### config.mk
export PLATFORM = sky130hd
export DESIGN_NAME = vga_timing_gen
export DESIGN_NICKNAME = d
export VERILOG_FILES = /design/src/rtl/vga_timing_gen.sv
export SDC_FILE = /design/constraint.sdc
export NUM_CORES = 1
export LEC_CHECK = 0
export ABC_AREA = 0
export CAP_MARGIN = 10
export CORE_MARGIN = 10
export CORE_UTILIZATION = 47
export CTS_BUF_LIST = sky130_fd_sc_hd__clkbuf_8 sky130_fd_sc_hd__clkbuf_16
export DETAILED_ROUTE_END_ITERATION = 8
export GPL_TIMING_DRIVEN = 0
export HOLD_SLACK_MARGIN = 0.15
export PLACE_DENSITY_LB_ADDON = 0.2
export SLEW_MARGIN = 20
export SYNTH_ARGS = -nofsm -noshare
export SYNTH_HDL_FRONTEND = slang
export SYNTH_SLANG_ARGS = --single-unit
### constraint.sdc
create_clock -name CLOCK_50 -period 2.5 [get_ports CLOCK_50]
set_clock_uncertainty 0.05 [all_clocks]
set_input_delay 0.5 -clock CLOCK_50 [delete_from_list [all_inputs] [get_ports CLOCK_50]]
set_output_delay 0.5 -clock CLOCK_50 [all_outputs]
set_load 0.1 [all_outputs]
### src/rtl/vga_timing_gen.sv
// 640x480@60 VGA timing back-end: divide-by-2 pixel enable, coordinate request
// one tick ahead of display, and a registered RGB/sync/blank output stage.
module vga_timing_gen #(
  parameter int H_ACTIVE = 640,
  parameter int H_FP     = 16,
  parameter int H_SYNC   = 96,
  parameter int H_BP     = 48,
  parameter int V_ACTIVE = 480,
  parameter int V_FP     = 10,
  parameter int V_SYNC   = 2,
  parameter int V_BP     = 33
) (
  input  logic       CLOCK_50,
  input  logic       reset,
  input  logic [7:0] pix_r,
  input  logic [7:0] pix_g,
  input  logic [7:0] pix_b,
  output logic [9:0] pixel_x,
  output logic [9:0] pixel_y,
  output logic       pixel_req,
  output logic       frame_start,
  output logic       VGA_CLK,
  output logic       VGA_HS,
  output logic       VGA_VS,
  output logic       VGA_BLANK_N,
  output logic       VGA_SYNC_N,
  output logic [7:0] VGA_R,
  output logic [7:0] VGA_G,
  output logic [7:0] VGA_B
);

  localparam logic [9:0] H_ACT        = 10'(H_ACTIVE);
  localparam logic [9:0] H_SYNC_START = 10'(H_ACTIVE + H_FP);
  localparam logic [9:0] H_SYNC_END   = 10'(H_ACTIVE + H_FP + H_SYNC);
  localparam logic [9:0] H_TOT        = 10'(H_ACTIVE + H_FP + H_SYNC + H_BP);
  localparam logic [9:0] V_ACT        = 10'(V_ACTIVE);
  localparam logic [9:0] V_SYNC_START = 10'(V_ACTIVE + V_FP);
  localparam logic [9:0] V_SYNC_END   = 10'(V_ACTIVE + V_FP + V_SYNC);
  localparam logic [9:0] V_TOT        = 10'(V_ACTIVE + V_FP + V_SYNC + V_BP);

  logic       ce;
  logic       pixelTick;
  logic [9:0] hCnt;
  logic [9:0] vCnt;
  logic       hTerm;
  logic       vTerm;
  logic       activeNow;
  logic       hsNow;
  logic       vsNow;
  logic       hs1;
  logic       vs1;

  // NOTE: every clocked block uses non-blocking assignments so all registers
  // sample pre-edge values; blocking here would race between the stages.
  always_ff @(posedge CLOCK_50) begin
    if (reset) ce <= 1'b0;
    else       ce <= ~ce;
  end

  // The DAC sees its rising edge on the tick, so data changes on its falling edge.
  assign pixelTick  = ce;
  assign VGA_CLK    = ce;
  assign VGA_SYNC_N = 1'b0;

  // NOTE: every combinational output is assigned first thing, so no path can
  // leave one unassigned and infer a latch.
  always_comb begin
    hTerm     = (hCnt == H_TOT - 10'd1);
    vTerm     = (vCnt == V_TOT - 10'd1);
    activeNow = (hCnt < H_ACT) && (vCnt < V_ACT);
    hsNow     = !((hCnt >= H_SYNC_START) && (hCnt < H_SYNC_END));
    vsNow     = !((vCnt >= V_SYNC_START) && (vCnt < V_SYNC_END));
  end

  always_ff @(posedge CLOCK_50) begin
    if (reset) begin
      hCnt <= '0;
      vCnt <= '0;
    end else if (pixelTick) begin
      if (hTerm) begin
        hCnt <= '0;
        vCnt <= vTerm ? 10'd0 : vCnt + 10'd1;
      end else begin
        hCnt <= hCnt + 10'd1;
      end
    end
  end

  // Stage 1: coordinate request to the colour source, plus delayed sync decode.
  always_ff @(posedge CLOCK_50) begin
    if (reset) begin
      pixel_x   <= '0;
      pixel_y   <= '0;
      pixel_req <= 1'b0;
      hs1       <= 1'b1;
      vs1       <= 1'b1;
    end else if (pixelTick) begin
      pixel_x   <= hCnt;
      pixel_y   <= vCnt;
      pixel_req <= activeNow;
      hs1       <= hsNow;
      vs1       <= vsNow;
    end
  end

  // Stage 2: colour returns one tick after the request, aligned with sync/blank.
  always_ff @(posedge CLOCK_50) begin
    if (reset) begin
      VGA_HS      <= 1'b1;
      VGA_VS      <= 1'b1;
      VGA_BLANK_N <= 1'b0;
      VGA_R       <= '0;
      VGA_G       <= '0;
      VGA_B       <= '0;
    end else if (pixelTick) begin
      VGA_HS      <= hs1;
      VGA_VS      <= vs1;
      VGA_BLANK_N <= pixel_req;
      VGA_R       <= pixel_req ? pix_r : 8'd0;
      VGA_G       <= pixel_req ? pix_g : 8'd0;
      VGA_B       <= pixel_req ? pix_b : 8'd0;
    end
  end

  // Frame start marks the tick that loads (0,0) into stage 1.
  assign frame_start = pixelTick && (hCnt == 10'd0) && (vCnt == 10'd0);

endmodule

==> run_summary.xml <==
<?xml version="1.0" encoding="UTF-8"?>
<metrics>
  <group name="worst_setup_path">
    <metric name="critical_path.reg2reg.startpoint" unit="">hCnt[0]</metric>
    <metric name="start_kind" unit="">register</metric>
    <metric name="critical_path.top_delay_family" unit="">buffers and inverters</metric>
    <metric name="crit_path_cell_trace" unit="">clkdlybuf4s50_1</metric>
    <metric name="beginning_of_the_critical_path" unit="">pixel_req</metric>
    <metric name="required" unit="ns">1.95</metric>
    <metric name="cpMaxStageDelayCell" unit="">clkdlybuf4s50_1</metric>
    <metric name="critical_path.endpoint_type" unit="">output port</metric>
    <metric name="cp_num_cells" unit="">1</metric>
    <metric name="critical-path-max-stage-delay" unit="ns">1.17</metric>
    <metric name="cp_data_arrival_time" unit="ns">1.88</metric>
    <metric name="timing.critical_path.buf_inv" unit="">1</metric>
    <metric name="worst-path-max-fanout" unit="">3</metric>
    <metric name="critPathKind" unit="">reg2out</metric>
    <metric name="worstRegToRegCells" unit="">6</metric>
  </group>
  <group name="power">
    <metric name="clock_power_share" unit="%">43.1</metric>
    <metric name="switching_share" unit="%">24.8</metric>
    <metric name="p_leak" unit="nW">1.47</metric>
    <metric name="combPwrFrac" unit="%">11.8</metric>
    <metric name="total_switching_power" unit="mW">0.638</metric>
    <metric name="power.share.sequential" unit="%">45.1</metric>
    <metric name="vdd_drop_max" unit="V">0.000430</metric>
    <metric name="power_density" unit="nW/um2">661</metric>
    <metric name="internal" unit="mW">1.94</metric>
  </group>
  <group name="finish">
    <metric name="finish.instance_area" unit="um2">3900</metric>
    <metric name="layout.filler_cells" unit="">424</metric>
    <metric name="final_nets" unit="">389</metric>
    <metric name="fin_cells" unit="">436</metric>
    <metric name="num_antenna_cells" unit="">0</metric>
    <metric name="synthToLayoutAreaGrowth" unit="%">41.8</metric>
    <metric name="final_layout_size_suffix_gt1_share" unit="%">10.4</metric>
  </group>
  <group name="clock_tree">
    <metric name="tritoncts_clock_tree" unit="">yes</metric>
    <metric name="cts_buffer_depth" unit="">2</metric>
    <metric name="post_cts_buffers" unit="">0</metric>
    <metric name="clock_sinks" unit="">71</metric>
    <metric name="cts-root-buf" unit="">clkbuf_8</metric>
    <metric name="cts-htree-levels" unit="">3</metric>
    <metric name="skew_pair_late_insertion_delay" unit="ns">0.34</metric>
    <metric name="cts_buffers" unit="">9</metric>
    <metric name="clk_transition_reported_paths" unit="ns">0.07</metric>
    <metric name="cts_hold_buf" unit="">0</metric>
  </group>
  <group name="global_route">
    <metric name="wire_length_of_the_first_global_routing_pass" unit="um">11200</metric>
    <metric name="grt_pass1_vias" unit="">2276</metric>
    <metric name="gr-usage-all-layers" unit="%">15.4</metric>
    <metric name="grt_max_degree" unit="">13</metric>
    <metric name="grt.overflow.total" unit="">0</metric>
    <metric name="antenna_found_initial" unit="">0</metric>
  </group>
  <group name="placed_design">
    <metric name="gp_congestion" unit="">0.813</metric>
    <metric name="place.port_buffers" unit="">75</metric>
    <metric name="place_inst" unit="">420</metric>
    <metric name="hpwl" unit="um">4950</metric>
    <metric name="postPlaceCellArea" unit="um2">3630</metric>
    <metric name="preCtsSetupSlack" unit="ns">-0.542</metric>
  </group>
  <group name="logic_synthesis">
    <metric name="sequential_to_total_area_share_from_yosys_stat" unit="%">51.7</metric>
    <metric name="synthesis.yosys.warnings" unit="">0</metric>
    <metric name="most_used_flip_flop_cell_after_synthesis" unit="">dfxtp_1</metric>
    <metric name="mappedNetlistNets" unit="">303</metric>
    <metric name="ys_async_sr_fraction" unit="%">0</metric>
    <metric name="syn_area_per_cell" unit="um2">10.1</metric>
    <metric name="synthesized_cell_area" unit="um2">2750</metric>
    <metric name="netlist_instances" unit="">273</metric>
    <metric name="synth.distinct_cells" unit="">43</metric>
    <metric name="ys_ff_latch" unit="">71</metric>
    <metric name="synth-edff-count" unit="">0</metric>
  </group>
  <group name="min_path">
    <metric name="min_from" unit="">VGA_BLANK_N</metric>
    <metric name="whs_path_depth" unit="">1</metric>
    <metric name="worst_hold_path_type" unit="">reg2reg</metric>
  </group>
  <group name="drt">
    <metric name="detailedRoute.firstPassIterationCount" unit="">4</metric>
    <metric name="drt_wl_total" unit="um">6910</metric>
    <metric name="drc_errors" unit="">0</metric>
    <metric name="dr.first_iter.drc_count" unit="">100</metric>
    <metric name="viasPerCell" unit="">5.28</metric>
    <metric name="wl_per_cell" unit="um">15.8</metric>
    <metric name="via_count" unit="">2302</metric>
    <metric name="ant_nets" unit="">0</metric>
  </group>
  <group name="sta">
    <metric name="finalCritPeriodShare" unit="%">97.2</metric>
    <metric name="report.final.hold_viol_count" unit="">0</metric>
    <metric name="max-slew-margin-rel" unit="%">32.7</metric>
    <metric name="final-max-slew-violation-count" unit="">0</metric>
    <metric name="timing.final.setup_violations" unit="">0</metric>
    <metric name="max_slew.worst_pin.slew" unit="ns">1.01</metric>
    <metric name="fmax" unit="MHz">412</metric>
    <metric name="fin_crit" unit="ns">2.43</metric>
    <metric name="timing.final.ws_setup" unit="ns">0.0699</metric>
  </group>
  <group name="outcome">
    <metric name="run_status" unit="">finished clean</metric>
  </group>
  <group name="floorplan">
    <metric name="initial_utilization" unit="%">49.3</metric>
    <metric name="core.rowCount" unit="">27</metric>
    <metric name="design.die.area" unit="um2">9300</metric>
    <metric name="placeable_area" unit="um2">5570</metric>
    <metric name="chip_width" unit="um">96.5</metric>
    <metric name="io-pin-count" unit="">77</metric>
    <metric name="die_h" unit="um">96.5</metric>
  </group>
  <group name="job">
    <metric name="maxcap_viol_count" unit="">0</metric>
  </group>
</metrics>
worst paths after layout:
| check | end | slack [ns] |
|---|---|---|
| worst min-delay path | VGA_BLANK_N | 0.40 |
| worst max register to register | hCnt[0] | 0.38 |
| worst min register to register | VGA_BLANK_N | 0.40 |
| worst max-delay path | pixel_req | 0.07 |
layer usage:
metal,track usage (%),routed length [um]
met3,9.33,901
met5,0,0
met4,6.54,107
met2,21.3,2960
met1,18.8,2940
cells in the final DEF (no fill, tap or decap), types with 3 or more instances in the layout:
cell	instances
inv_1	6
or3_1	4
nor2_1	39
nand2_1	9
nand3_1	8
clkdlybuf4s50_1	74
nand4_1	4
buf_2	3
o21ai_0	5
clkbuf_1	11
mux2i_1	20
dfxtp_1	70
a22o_1	24
a21oi_1	6
nor3_1	4
xor2_1	7
ha_1	4
xnor2_1	6
or4_4	3
nor2b_1	5
bufinv_16	3
clkbuf_8	11
cells in the mapped netlist (all sizes together), types with 6 or more instances:
| library cell | count | area, um2 |
|---|---|---|
| buf | 6 | 30.0 |
| nand2 | 10 | 37.5 |
| xor2 | 7 | 61.3 |
| nor2b | 6 | 37.5 |
| a21oi | 7 | 38.8 |
| clkbuf | 12 | 45.0 |
| nand3 | 8 | 40.0 |
| xnor2 | 6 | 52.6 |
| nor2 | 39 | 146 |
| a22o | 24 | 210 |
| dfxtp | 71 | 1420 |
| mux2i | 20 | 200 |
per-stage QoR:
step	hold slack, ns	utilization, %	TNS (ns)	total power, mW
after global placement	0.386	65.1	-0.551	1.49
after detailed placement	0.393	65.1	-0.542	1.49
after floorplan	0.390	-	-0.0491	1.40
after CTS	0.410	69.6	0	2.59
after global routing	0.441	69.9	-0.0270	2.65
final	0.403	69.9	0	2.58
what timing repair did:
action,CTS,global route
setup endpoints to repair,1,1
hold endpoints to repair,0,0
gates cloned,0,0
pin swaps,0,1
gates resized for setup,8,2
registers in the layout, summed over array words and instances (netlist names), 8 cells and up:
| name | cells |
|---|---|
| VGA_B | 8 |
| VGA_G | 8 |
| VGA_R | 8 |
| hCnt | 10 |
| pixel_x | 10 |
| pixel_y | 10 |
| vCnt | 10 |
power groups by stage:
| stage | sequential, mW | combinational [mW] | clock [mW] |
|---|---|---|---|
| 2_1_floorplan | 1.30 | 0.0994 | 0 |
| 3_3_place_gp | 1.19 | 0.301 | 0 |
| 3_5_place_dp | 1.19 | 0.304 | 0 |
| 4_1_cts | 1.16 | 0.305 | 1.12 |
| 5_1_grt | 1.16 | 0.320 | 1.16 |
| 6_report | 1.16 | 0.304 | 1.11 |
cell type report:
cell class / count / area (um2) / share of cell area, %
Timing Repair Buffer: 75 / 752 / 19.3
Buffer: 18 / 85.1 / 2.18
Sequential cell: 71 / 1430 / 36.6
Inverter: 5 / 18.8 / 0.482
Multi-Input combinational cell: 179 / 1280 / 32.8
Tap cell: 72 / 90.1 / 2.31
Clock buffer: 10 / 138 / 3.53
Clock inverter: 6 / 109 / 2.79
kinds of logic (layout without fill, tap and decap cells):
logic type,count (synthesis),after routing,share of synthesized area (%)
AND/OR/NAND/NOR,98,98,19.4
flip-flops,71,71,51.7
AO/OA/AOI/OAI,43,43,12.1
buffers and inverters,23,114,3.42
multiplexers,20,20,7.29
XOR/XNOR,13,13,4.14
adder cells (fa/ha/maj),4,4,1.82
other,1,1,0.136
Power figures use the tool's default switching activity.
